===== src/rtl/execute_stage_if.sv =====
// Decode <-> execute link: the control word and register operand flowing down,
// and the writeback / jump redirect flowing back up.
interface execute_stage_if;
  logic       in_valid;
  logic [3:0] im;
  logic       is_imm;
  logic       use_in;
  logic       mem_w;
  logic       s_reg;
  logic       is_jump;
  logic       jnc;
  logic       out_en;
  logic [3:0] out_reg;

  logic [3:0] result;
  logic       in_mem_w;
  logic       in_s_reg;
  logic       jump_taken;
  logic [3:0] jump_target;

  modport master (
    output in_valid, im, is_imm, use_in, mem_w, s_reg, is_jump, jnc, out_en, out_reg,
    input  result, in_mem_w, in_s_reg, jump_taken, jump_target
  );

  modport slave (
    input  in_valid, im, is_imm, use_in, mem_w, s_reg, is_jump, jnc, out_en, out_reg,
    output result, in_mem_w, in_s_reg, jump_taken, jump_target
  );
endinterface


===== src/rtl/execute_stage.sv =====
// Execute stage of the 4-bit CPU: operand select, 4-bit add, carry flag, OUT port,
// writeback to decode, jump redirect to fetch and post-jump squash of wrong-path slots.
module execute_stage #(
  parameter int FLUSH_SLOTS = 1
) (
  input  logic             clk,
  input  logic             rst,
  execute_stage_if.slave   dec,
  input  logic [3:0]       in_port,
  output logic             carry,
  output logic [3:0]       out_port
);

  localparam int DATA_W = 4;
  localparam int CNT_W  = 2;
  localparam logic [CNT_W-1:0] FLUSH_LOAD = CNT_W'(FLUSH_SLOTS);

  // Zero-extended add so the carry-out lands in the top bit.
  function automatic logic [DATA_W:0] add_wide(input logic [DATA_W-1:0] a,
                                               input logic [DATA_W-1:0] b);
    return {1'b0, a} + {1'b0, b};
  endfunction

  logic [CNT_W-1:0]  squash_cnt_p1;
  logic [DATA_W-1:0] result_p1;
  logic              wb_p1;
  logic              s_reg_p1;
  logic              carry_p1;
  logic              jump_taken_p1;
  logic [DATA_W-1:0] jump_target_p1;
  logic [DATA_W-1:0] out_port_p1;

  // Stage p0: operand select, add, and classification of the accepted instruction
  logic [DATA_W-1:0] operand_p0;
  logic [DATA_W:0]   sum_p0;
  logic [DATA_W-1:0] out_val_p0;
  logic              vld_p0;
  logic              squash_p0;
  logic              do_jump_p0;
  logic              taken_p0;
  logic              do_out_p0;
  logic              do_wb_p0;

  always_comb begin
    operand_p0 = '0;
    if (!dec.is_imm) operand_p0 = dec.use_in ? in_port : dec.out_reg;
    sum_p0     = add_wide(operand_p0, dec.im);
    out_val_p0 = dec.is_imm ? dec.im : dec.out_reg;

    squash_p0  = dec.in_valid && (squash_cnt_p1 != '0);
    vld_p0     = dec.in_valid && (squash_cnt_p1 == '0);

    // Jump dominates: it suppresses both writeback and the port write.
    do_jump_p0 = vld_p0 && dec.is_jump;
    taken_p0   = do_jump_p0 && (!dec.jnc || !carry_p1);
    do_out_p0  = vld_p0 && !dec.is_jump && dec.out_en;
    do_wb_p0   = vld_p0 && !dec.is_jump && dec.mem_w;
  end

  // Stage p1: architectural state and registered outputs
  always_ff @(posedge clk) begin
    if (rst) begin
      squash_cnt_p1  <= '0;
      result_p1      <= '0;
      wb_p1          <= 1'b0;
      s_reg_p1       <= 1'b0;
      carry_p1       <= 1'b0;
      jump_taken_p1  <= 1'b0;
      jump_target_p1 <= '0;
      out_port_p1    <= '0;
    end else begin
      wb_p1         <= do_wb_p0;
      jump_taken_p1 <= taken_p0;

      if (squash_p0) squash_cnt_p1 <= squash_cnt_p1 - CNT_W'(1);
      else if (taken_p0) squash_cnt_p1 <= FLUSH_LOAD;

      if (taken_p0) jump_target_p1 <= dec.im;

      if (do_wb_p0) begin
        result_p1 <= sum_p0[DATA_W-1:0];
        s_reg_p1  <= dec.s_reg;
      end

      if (do_out_p0) out_port_p1 <= out_val_p0;

      // Carry is consumed by JNC above before being overwritten here.
      if (do_jump_p0) carry_p1 <= 1'b0;
      else if (do_wb_p0) carry_p1 <= sum_p0[DATA_W];
      else if (do_out_p0) carry_p1 <= 1'b0;
    end
  end

  assign dec.result      = result_p1;
  assign dec.in_mem_w    = wb_p1;
  assign dec.in_s_reg    = s_reg_p1;
  assign dec.jump_taken  = jump_taken_p1;
  assign dec.jump_target = jump_target_p1;
  assign carry           = carry_p1;
  assign out_port        = out_port_p1;

endmodule


===== src/flat_wrapper.sv =====
// flat-port wrapper written by rule: the top's interface ports become plain ports
module execute_stage_flat 
#(
  parameter int FLUSH_SLOTS = 1
)
  (clk, rst, in_port, carry, out_port, dec_in_valid, dec_im, dec_is_imm, dec_use_in, dec_mem_w, dec_s_reg, dec_is_jump, dec_jnc, dec_out_en, dec_out_reg, dec_result, dec_in_mem_w, dec_in_s_reg, dec_jump_taken, dec_jump_target);
  execute_stage_if dec_i ();
  input  logic clk;
  input  logic rst;
  input  logic [3:0] in_port;
  output logic carry;
  output logic [3:0] out_port;
  input wire logic [$bits(dec_i.in_valid)-1:0] dec_in_valid;
  input wire logic [$bits(dec_i.im)-1:0] dec_im;
  input wire logic [$bits(dec_i.is_imm)-1:0] dec_is_imm;
  input wire logic [$bits(dec_i.use_in)-1:0] dec_use_in;
  input wire logic [$bits(dec_i.mem_w)-1:0] dec_mem_w;
  input wire logic [$bits(dec_i.s_reg)-1:0] dec_s_reg;
  input wire logic [$bits(dec_i.is_jump)-1:0] dec_is_jump;
  input wire logic [$bits(dec_i.jnc)-1:0] dec_jnc;
  input wire logic [$bits(dec_i.out_en)-1:0] dec_out_en;
  input wire logic [$bits(dec_i.out_reg)-1:0] dec_out_reg;
  output wire logic [$bits(dec_i.result)-1:0] dec_result;
  output wire logic [$bits(dec_i.in_mem_w)-1:0] dec_in_mem_w;
  output wire logic [$bits(dec_i.in_s_reg)-1:0] dec_in_s_reg;
  output wire logic [$bits(dec_i.jump_taken)-1:0] dec_jump_taken;
  output wire logic [$bits(dec_i.jump_target)-1:0] dec_jump_target;
  assign dec_i.in_valid = dec_in_valid;
  assign dec_i.im = dec_im;
  assign dec_i.is_imm = dec_is_imm;
  assign dec_i.use_in = dec_use_in;
  assign dec_i.mem_w = dec_mem_w;
  assign dec_i.s_reg = dec_s_reg;
  assign dec_i.is_jump = dec_is_jump;
  assign dec_i.jnc = dec_jnc;
  assign dec_i.out_en = dec_out_en;
  assign dec_i.out_reg = dec_out_reg;
  assign dec_result = dec_i.result;
  assign dec_in_mem_w = dec_i.in_mem_w;
  assign dec_in_s_reg = dec_i.in_s_reg;
  assign dec_jump_taken = dec_i.jump_taken;
  assign dec_jump_target = dec_i.jump_target;
  execute_stage #(.FLUSH_SLOTS(FLUSH_SLOTS)) u_core (.clk(clk), .rst(rst), .dec(dec_i), .in_port(in_port), .carry(carry), .out_port(out_port));
endmodule

===== config.mk =====
export PLATFORM = sky130hd
export DESIGN_NAME = execute_stage_flat
export DESIGN_NICKNAME = d
export VERILOG_FILES = /design/src/rtl/execute_stage_if.sv /design/src/rtl/execute_stage.sv /design/src/flat_wrapper.sv
export SDC_FILE = /design/constraint.sdc
export NUM_CORES = 1
export LEC_CHECK = 0
export ABC_AREA = 0
export BUFFER_PORTS_ARGS = -buffer_cell sky130_fd_sc_hd__buf_4
export CAP_MARGIN = 15
export CORE_UTILIZATION = 50
export CTS_CLUSTER_SIZE = 24
export DETAILED_ROUTE_END_ITERATION = 8
export PLACE_DENSITY = 0.94
export REMOVE_ABC_BUFFERS = 1
export SLEW_MARGIN = 30
export SYNTH_ARGS = -nofsm -noshare
export SYNTH_HDL_FRONTEND = slang
export SYNTH_SLANG_ARGS = --single-unit
export TNS_END_PERCENT = 30

===== constraint.sdc =====
create_clock -name clk -period 2.6 [get_ports clk]
set_input_delay 0.13 -clock clk [delete_from_list [all_inputs] [get_ports clk]]
set_output_delay 0.13 -clock clk [all_outputs]
set_load 0.005 [all_outputs]

==> results of run 1 <==
[per-layer routing]
layer	vias to the layer above	global-route usage (%)	share of wire [%]
li1	445	-	-
met1	415	27.9	43
met2	43	40.6	49
met3	2	4.00	7.2
met4	0	10.9	0.88
met5	-	0	0
[power by group through the flow]
stage	logic (mW)	clock network, mW	registers [mW]
final	0.149	0.170	0.304
after global routing	0.167	0.185	0.306
after CTS	0.150	0.175	0.305
after detailed placement	0.149	0	0.311
after global placement	0.143	0	0.309
after floorplan	0.0738	0	0.311
[synthesized netlist by cell type]
master / n
nor2_1: 10
nand2_1: 7
ha_1: 5
nor3_1: 1
a211oi_1: 8
a21o_1: 1
a2111o_1: 1
nand3_1: 7
nand4b_1: 1
xnor2_1: 1
nand2b_4: 1
fa_1: 1
a2111oi_1: 1
mux2i_1: 8
and3_1: 1
o21ai_0: 4
nand2b_1: 1
dfxtp_1: 18
and2_1: 1
nand3b_1: 1
clkbuf_1: 5
buf_1: 1
a21oi_1: 9
and4b_1: 2
nor2b_1: 2
nand4_1: 1
buf_6: 1
inv_1: 2
a211o_1: 1
[cell type report]
cell class,instances,area (sq um)
clock buffers,4,36.3
flip-flops and latches,18,360
repair buffers,37,278
fillers,138,488
inverters,2,7.51
multi-input cells,76,526
well taps,25,31.3
[tightest hold or removal path: cells and delay by family]
kind / cells / cell delay [ps]
buffers and inverters: 1 / 110
AND/OR/NAND/NOR: 1 / 40
AO/OA/AOI/OAI: 1 / 50
[cells by family (layout without fill, tap and decap cells)]
logic type | Yosys count | after routing | synth area share [%]
AND/OR/NAND/NOR | 36 | 36 | 20.6
multiplexers | 8 | 8 | 8.64
flip-flops | 18 | 18 | 38.9
buffers and inverters | 9 | 43 | 4.45
adder cells (fa/ha/maj) | 6 | 6 | 8.91
AO/OA/AOI/OAI | 25 | 25 | 17.5
XOR/XNOR | 1 | 1 | 0.945
[path summary, 6_finish.rpt]
kind                                         startpoint                   end  slack, ps  cells past startpoint
worst max-delay path            u_core.squash_cnt_p1[0]          u_core.carry        980                      5
worst max register to register  u_core.squash_cnt_p1[0]          u_core.carry        980                      5
worst min register to register     u_core.dec.result[1]  u_core.dec.result[1]        470                      2
worst min-delay path                          dec_s_reg   u_core.dec.in_s_reg         90                      3
==> key figures, run 1 <==
Status
  – Outcome: completed

Finish
  – Post-layout nets: 166
  – Layout cells sized above 1: 30.7%
  – Most frequent cells in the layout: buf_4 (37), dfxtp_1 (18), nor2_1 (10)
  – Most common cell after layout, fill and taps aside: buf_4
  – Design area: 1240 sq um
  – Synthesis-to-finish area growth: 33.6%
  – # diodes: 0
  – Utilization after layout: 71.7%
  – Post-Layout Cell Count: 162

Routing
  – Initial drt markers: 19
  – Post-route DRC: 0
  – First drt pass iteration count: 5
  – Routed len/inst: 13.4 microns
  – Routed Antenna Nets: 0
  – DR vias/cell: 5.59
  – Via Count: 905
  – Final wirelength: 2.16 mm

Logic synthesis
  – Mapped Area: 927 sq um
  – Post-Syn Instances: 103
  – Sequential cell area fraction in the yosys report: 38.9%
  – Synth unique cells: 29
  – Synth area leader: dfxtp_1
  – Largest cells by area after synthesis: dfxtp_1 (39%), mux2i_1 (8.6%), ha_1 (6.7%)
  – Mean post-synth cell area: 9.00 sq um
  – Synth top area share: 38.9%
  – Yosys warns: 0
  – Flops & latches, synth: 18

Floorplan
  – Die area: 2030 sq um
  – I/O pin total: 38
  – Die H: 45.1 microns
  – Num rows: 15
  – CORE AREA: 1730 sq um
  – Starting density of the core: 53.7%
  – Die Wd: 45.1 microns

Setup path
  – Worst EP arrival: 1810 ps
  – Critical Path Fanout Max: 9
  – CP Buf/Inv Count: 1
  – Slowest CP cell: dfxtp_1
  – Worst path required time: 2790 ps
  – CP max stage delay: 370 ps
  – Top delay family on crit path: simple AND/OR/NAND/NOR gates
  – Crit-path cells: inv_1, ha_1, and4b_1, nand2b_4, a2111oi_1
  – Worst Setup Start Kind: flip-flop
  – Crit Path Class: flip-flop to flip-flop
  – Worst setup EP type: flip-flop

Clock network
  – H-Tree Depth: 1
  – Sinks on Clock Net: 18
  – TritonCTS clock tree: done
  – CTS clk-pin slew, worst paths: 100 ps
  – CTS resizes: 0
  – Clock buffer depth: 2
  – TritonCTS buffer count: 3
  – CTS Root Cell: clkbuf_4
  – Cts hold-fix bufs: 0
  – Postcts setup bufs: 0
  – Clock Latency Late Sink: 290 ps

Place
  – Setup WS pre-CTS: 835 ps
  – Dpl cells: 158
  – Placed Area: 1200 sq um
  – PortBufs: 37
  – Placer congestion estimate: 0.809
  – Final HPWL DP: 1.69 mm

GRT
  – Total track usage: 23.4%
  – Antenna violations before repair: 0
  – Vias in the first global route: 794
  – Largest net degree at the start of global routing: 21
  – Grt total ovfl: 0
  – First-pass GRT wire length: 3.42 mm

Pwr
  – Clock power frac: 27.3%
  – Sequential group share of total power: 48.8%
  – Logic pwr share: 23.9%
  – Power Total: 0.624 mW
  – PD cells: 504 nW/um^2
  – Switch Pwr: 0.167 mW
  – Leakage: 0.552 nW
  – Switching Share: 26.7%
  – Worst vdd ir: 0.440 mV
  – Internal power: 0.457 mW

STA
  – Slew HR: 77.4%
  – Unrepaired setup endpoints after global routing: no
  – Worst hold margin: 88.1 ps
  – Clock Skew: 1.20 ps
  – Final setup margin: 976 ps
  – Setup violations, final: 0
  – Final setup TNS: 0 ps
  – Crit path time final: 1620 ps
  – Hold Vio Cnt, Final: 0
  – Fin. max-slew vios: 0
  – Achievable Freq: 616 MHz
  – Final period utilization: 62.5%
  – Least-Margin Pin Slew: 337 ps

Worst hold path
  – Hold Path Class: input port to flip-flop

Flow run
  – Max-cap violations: 0
(Power assumes the default switching activity.)
==> inputs of run 2 (changes only) <==
--- a/config.mk
+++ b/config.mk
@@ -5,13 +5,13 @@
 export SDC_FILE = /design/constraint.sdc
 export NUM_CORES = 1
 export LEC_CHECK = 0
-export ABC_AREA = 0
+export ABC_AREA = 1
 export BUFFER_PORTS_ARGS = -buffer_cell sky130_fd_sc_hd__buf_4
 export CAP_MARGIN = 15
-export CORE_UTILIZATION = 50
+export CORE_UTILIZATION = 42
 export CTS_CLUSTER_SIZE = 24
 export DETAILED_ROUTE_END_ITERATION = 8
-export PLACE_DENSITY = 0.94
+export PLACE_DENSITY = 0.84
 export REMOVE_ABC_BUFFERS = 1
 export SLEW_MARGIN = 30
 export SYNTH_ARGS = -nofsm -noshare
==> constraint.sdc (replaced) <==
create_clock -name clk -period 1.35 [get_ports clk]
set_input_delay 0.0675 -clock clk [delete_from_list [all_inputs] [get_ports clk]]
set_output_delay 0.0675 -clock clk [all_outputs]
set_load 0.005 [all_outputs]
==> key figures, run 2 <==
Finish
  – # diodes: 0 (unchanged)
  – Most common cell after layout, fill and taps aside: buf_4
  – Layout cells sized above 1: 37.0% (+6.3 points)
  – Post-layout nets: 213 (+28%)
  – Most frequent cells in the layout: buf_4 (48), nand2_1 (24), dfxtp_1 (18)
  – Utilization after layout: 69.0% (-2.7 points)
  – Synthesis-to-finish area growth: 47.7%

Pwr
  – Worst vdd ir: 0.600 mV (+36%)
  – Leakage: 0.709 nW (+28%)
  – Sequential group share of total power: 44.6% (-4.2 points)
  – Switch Pwr: 0.390 mW (+130%)
  – Internal power: 0.933 mW (+100%)
  – Logic pwr share: 30.1% (+6.2 points)
  – Clock power frac: 25.4% (-1.9 points)
  – Switching Share: 29.5% (+2.7 points)
  – PD cells: 930 nW/um^2 (+85%)

Place
  – Placer congestion estimate: 0.880 (+8.8%)
  – PortBufs: 37 (unchanged)
  – Final HPWL DP: 1.93 mm (+14%)
  – Setup WS pre-CTS: -224 ps (-1060 ps)

Setup path
  – Crit-path cells: inv_2, ha_4, nand2_2, nor3_4, buf_6, nand3_1, nand2_1, nor2_1
  – Slowest CP cell: dfxtp_1
  – CP max stage delay: 350 ps (-20 ps)
  – Worst path required time: 1540 ps (-1250 ps)
  – Crit Path Class: flip-flop to flip-flop
  – Worst setup EP type: flip-flop
  – Critical Path Fanout Max: 6 (-3)
  – Worst EP arrival: 1530 ps (-280 ps)
  – Worst Reg2Reg Path Length in Cells: 8 (+3)
  – Worst Setup Start Kind: flip-flop

Floorplan
  – Num rows: 16 (+1)
  – I/O pin total: 38 (unchanged)
  – Die Wd: 49.9 microns (+11%)
  – CORE AREA: 2060 sq um (+19%)
  – Die H: 49.9 microns (+11%)
  – Starting density of the core: 46.7% (-7.0 points)
  – Die area: 2490 sq um (+23%)

Logic synthesis
  – Async SR Flop Fraction: 0% (unchanged)
  – Synth area leader: dfxtp_1
  – Number of synthesized flops with an enable pin: 0 (unchanged)
  – Synth unique cells: 20 (-31%)
  – Mean post-synth cell area: 7.24 sq um (-20%)
  – Synth top area share: 37.4% (-1.5 points)
  – Yosys warns: 0 (unchanged)
  – Top cells by count, synth: nand2_1 (24), dfxtp_1 (18), nor2_1 (17)
  – Mapped Area: 963 sq um (+3.9%)
  – Top-count cell post-synth: nand2_1
  – Largest cells by area after synthesis: dfxtp_1 (37%), nand2_1 (9.4%), nand3_1 (7.8%)
  – Post-Syn Instances: 133 (+29%)
  – Post-synth top flop: dfxtp_1
  – Flops & latches, synth: 18 (unchanged)
  – Sequential cell area fraction in the yosys report: 37.4% (-1.5 points)

Routing
  – DR vias/cell: 4.91 (-12%)
  – Final wirelength: 2.44 mm (+13%)
  – Routed len/inst: 11.5 microns (-14%)
  – Via Count: 1035 (+14%)
  – Post-route DRC: 0 (unchanged)
  – Routed Antenna Nets: 0 (unchanged)
  – First drt pass iteration count: 4 (-1)
  – Initial drt markers: 24 (+5)

Clock network
  – Clock buffer depth: 2 (unchanged)
  – Clock Latency Late Sink: 290 ps (about the same)
  – TritonCTS buffer count: 3 (unchanged)
  – TritonCTS clock tree: done
  – H-Tree Depth: 1 (unchanged)
  – CTS clk-pin slew, worst paths: 110 ps (about the same)
  – Sinks on Clock Net: 18 (unchanged)
  – CTS Root Cell: clkbuf_4

GRT
  – Largest net degree at the start of global routing: 13 (-38%)
  – Grt total ovfl: 0 (unchanged)
  – Antenna violations before repair: 0 (unchanged)
  – Vias in the first global route: 933 (+18%)
  – First-pass GRT wire length: 3.86 mm (+13%)
  – Total track usage: 20.1% (-3.3 points)

STA
  – Least-Margin Pin Slew: 230 ps (-107 ps)
  – Clock Skew: 8.92 ps (+7.72 ps)
  – Achievable Freq: 746 MHz (+21%)
  – Worst hold margin: 30.9 ps (-57.3 ps)
  – Fin. max-slew vios: 0 (unchanged)
  – Final period utilization: 99.2% (+37 points)
  – Setup violations, final: 0 (unchanged)
  – Slew HR: 84.6% (+7.2 points)
  – Final setup margin: 10.4 ps (-966 ps)
  – Hold Vio Cnt, Final: 0 (unchanged)
  – Crit path time final: 1340 ps (-284 ps)
  – Final setup TNS: 0 ps (unchanged)

Worst hold path
  – Hold Path Class: input port to flip-flop
  – Hold Crit Depth: 2 (-1)

Flow run
  – Max-cap violations: 0 (unchanged)

Status
  – Outcome: completed
## run 2: changes by cell type after synthesis, moves of 3 or more
cell,before,now
mux2i_1,8,0
nand2_1,7,24
a21oi_1,9,12
nand3_1,7,15
inv_1,2,16
clkbuf_1,5,2
nor2_1,10,17
a211oi_1,8,4
o21ai_0,4,8
## run 2: power groups by stage
| stage | Combinational (mW) | Clock [mW] | Sequential (mW) |
|---|---|---|---|
| 2_1_floorplan | 0.181 | 0 | 0.600 |
| 3_3_place_gp | 0.352 | 0 | 0.597 |
| 3_5_place_dp | 0.366 | 0 | 0.600 |
| 4_1_cts | 0.381 | 0.337 | 0.588 |
| 5_1_grt | 0.444 | 0.371 | 0.594 |
| 6_report | 0.397 | 0.335 | 0.590 |
## run 2: cells by family after synthesis
logic type,share of synthesized area [%]
simple gates,31.7
compound gates,14.9
buf+inv,7.40
flops,37.4
fa+ha+maj,8.57
## run 2: final cells by class
type / instances / area [sq um]
fill: 169 / 639
sequential: 18 / 360
clock buffer: 4 / 36.3
tap: 27 / 33.8
inverter: 17 / 63.8
timing repair buffer: 49 / 372
multi-input combinational: 96 / 557
## run 2: routing by layer
metal	global-route usage (%)	wire length [microns]	part of all wire, %
met5	0	0	0
met4	4.29	19	0.78
met3	3.09	129	5.3
met2	36.0	1180	49
met1	25.1	1100	45
## run 2: what timing repair did
| item | CTS | global route |
|---|---|---|
| endpoints found under the setup margin | 5 | 7 |
| resized for setup | 2 | 8 |
| hold buffers | 0 | 0 |
| setup buffers | 0 | 2 |
| pin swaps | 2 | 2 |
## run 2: metrics by stage
step,total power [mW],cell area (sq um),instances
after floorplan,0.781,956,131
after global placement,0.949,1340,205
after detailed placement,0.966,1340,205
after CTS,1.31,1390,209
after global routing,1.41,1420,211
final,1.32,1420,211
## run 2: worst paths after layout
kind | startpoint | slack (ps) | to
max | u_core.squash_cnt_p1[0] | 10 | u_core.carry
min | rst | 30 | u_core.dec.result[1]
max reg2reg | u_core.squash_cnt_p1[0] | 10 | u_core.carry
min reg2reg | u_core.dec.result[1] | 480 | u_core.dec.result[1]
## run 2: worst max-delay path, delay by kind of cell (launching register included)
family                   cells  cell delay (ps)
adder cells (fa/ha/maj)      1              140
AND/OR/NAND/NOR              5              530
buffers and inverters        2              230
flip-flops                   1              350
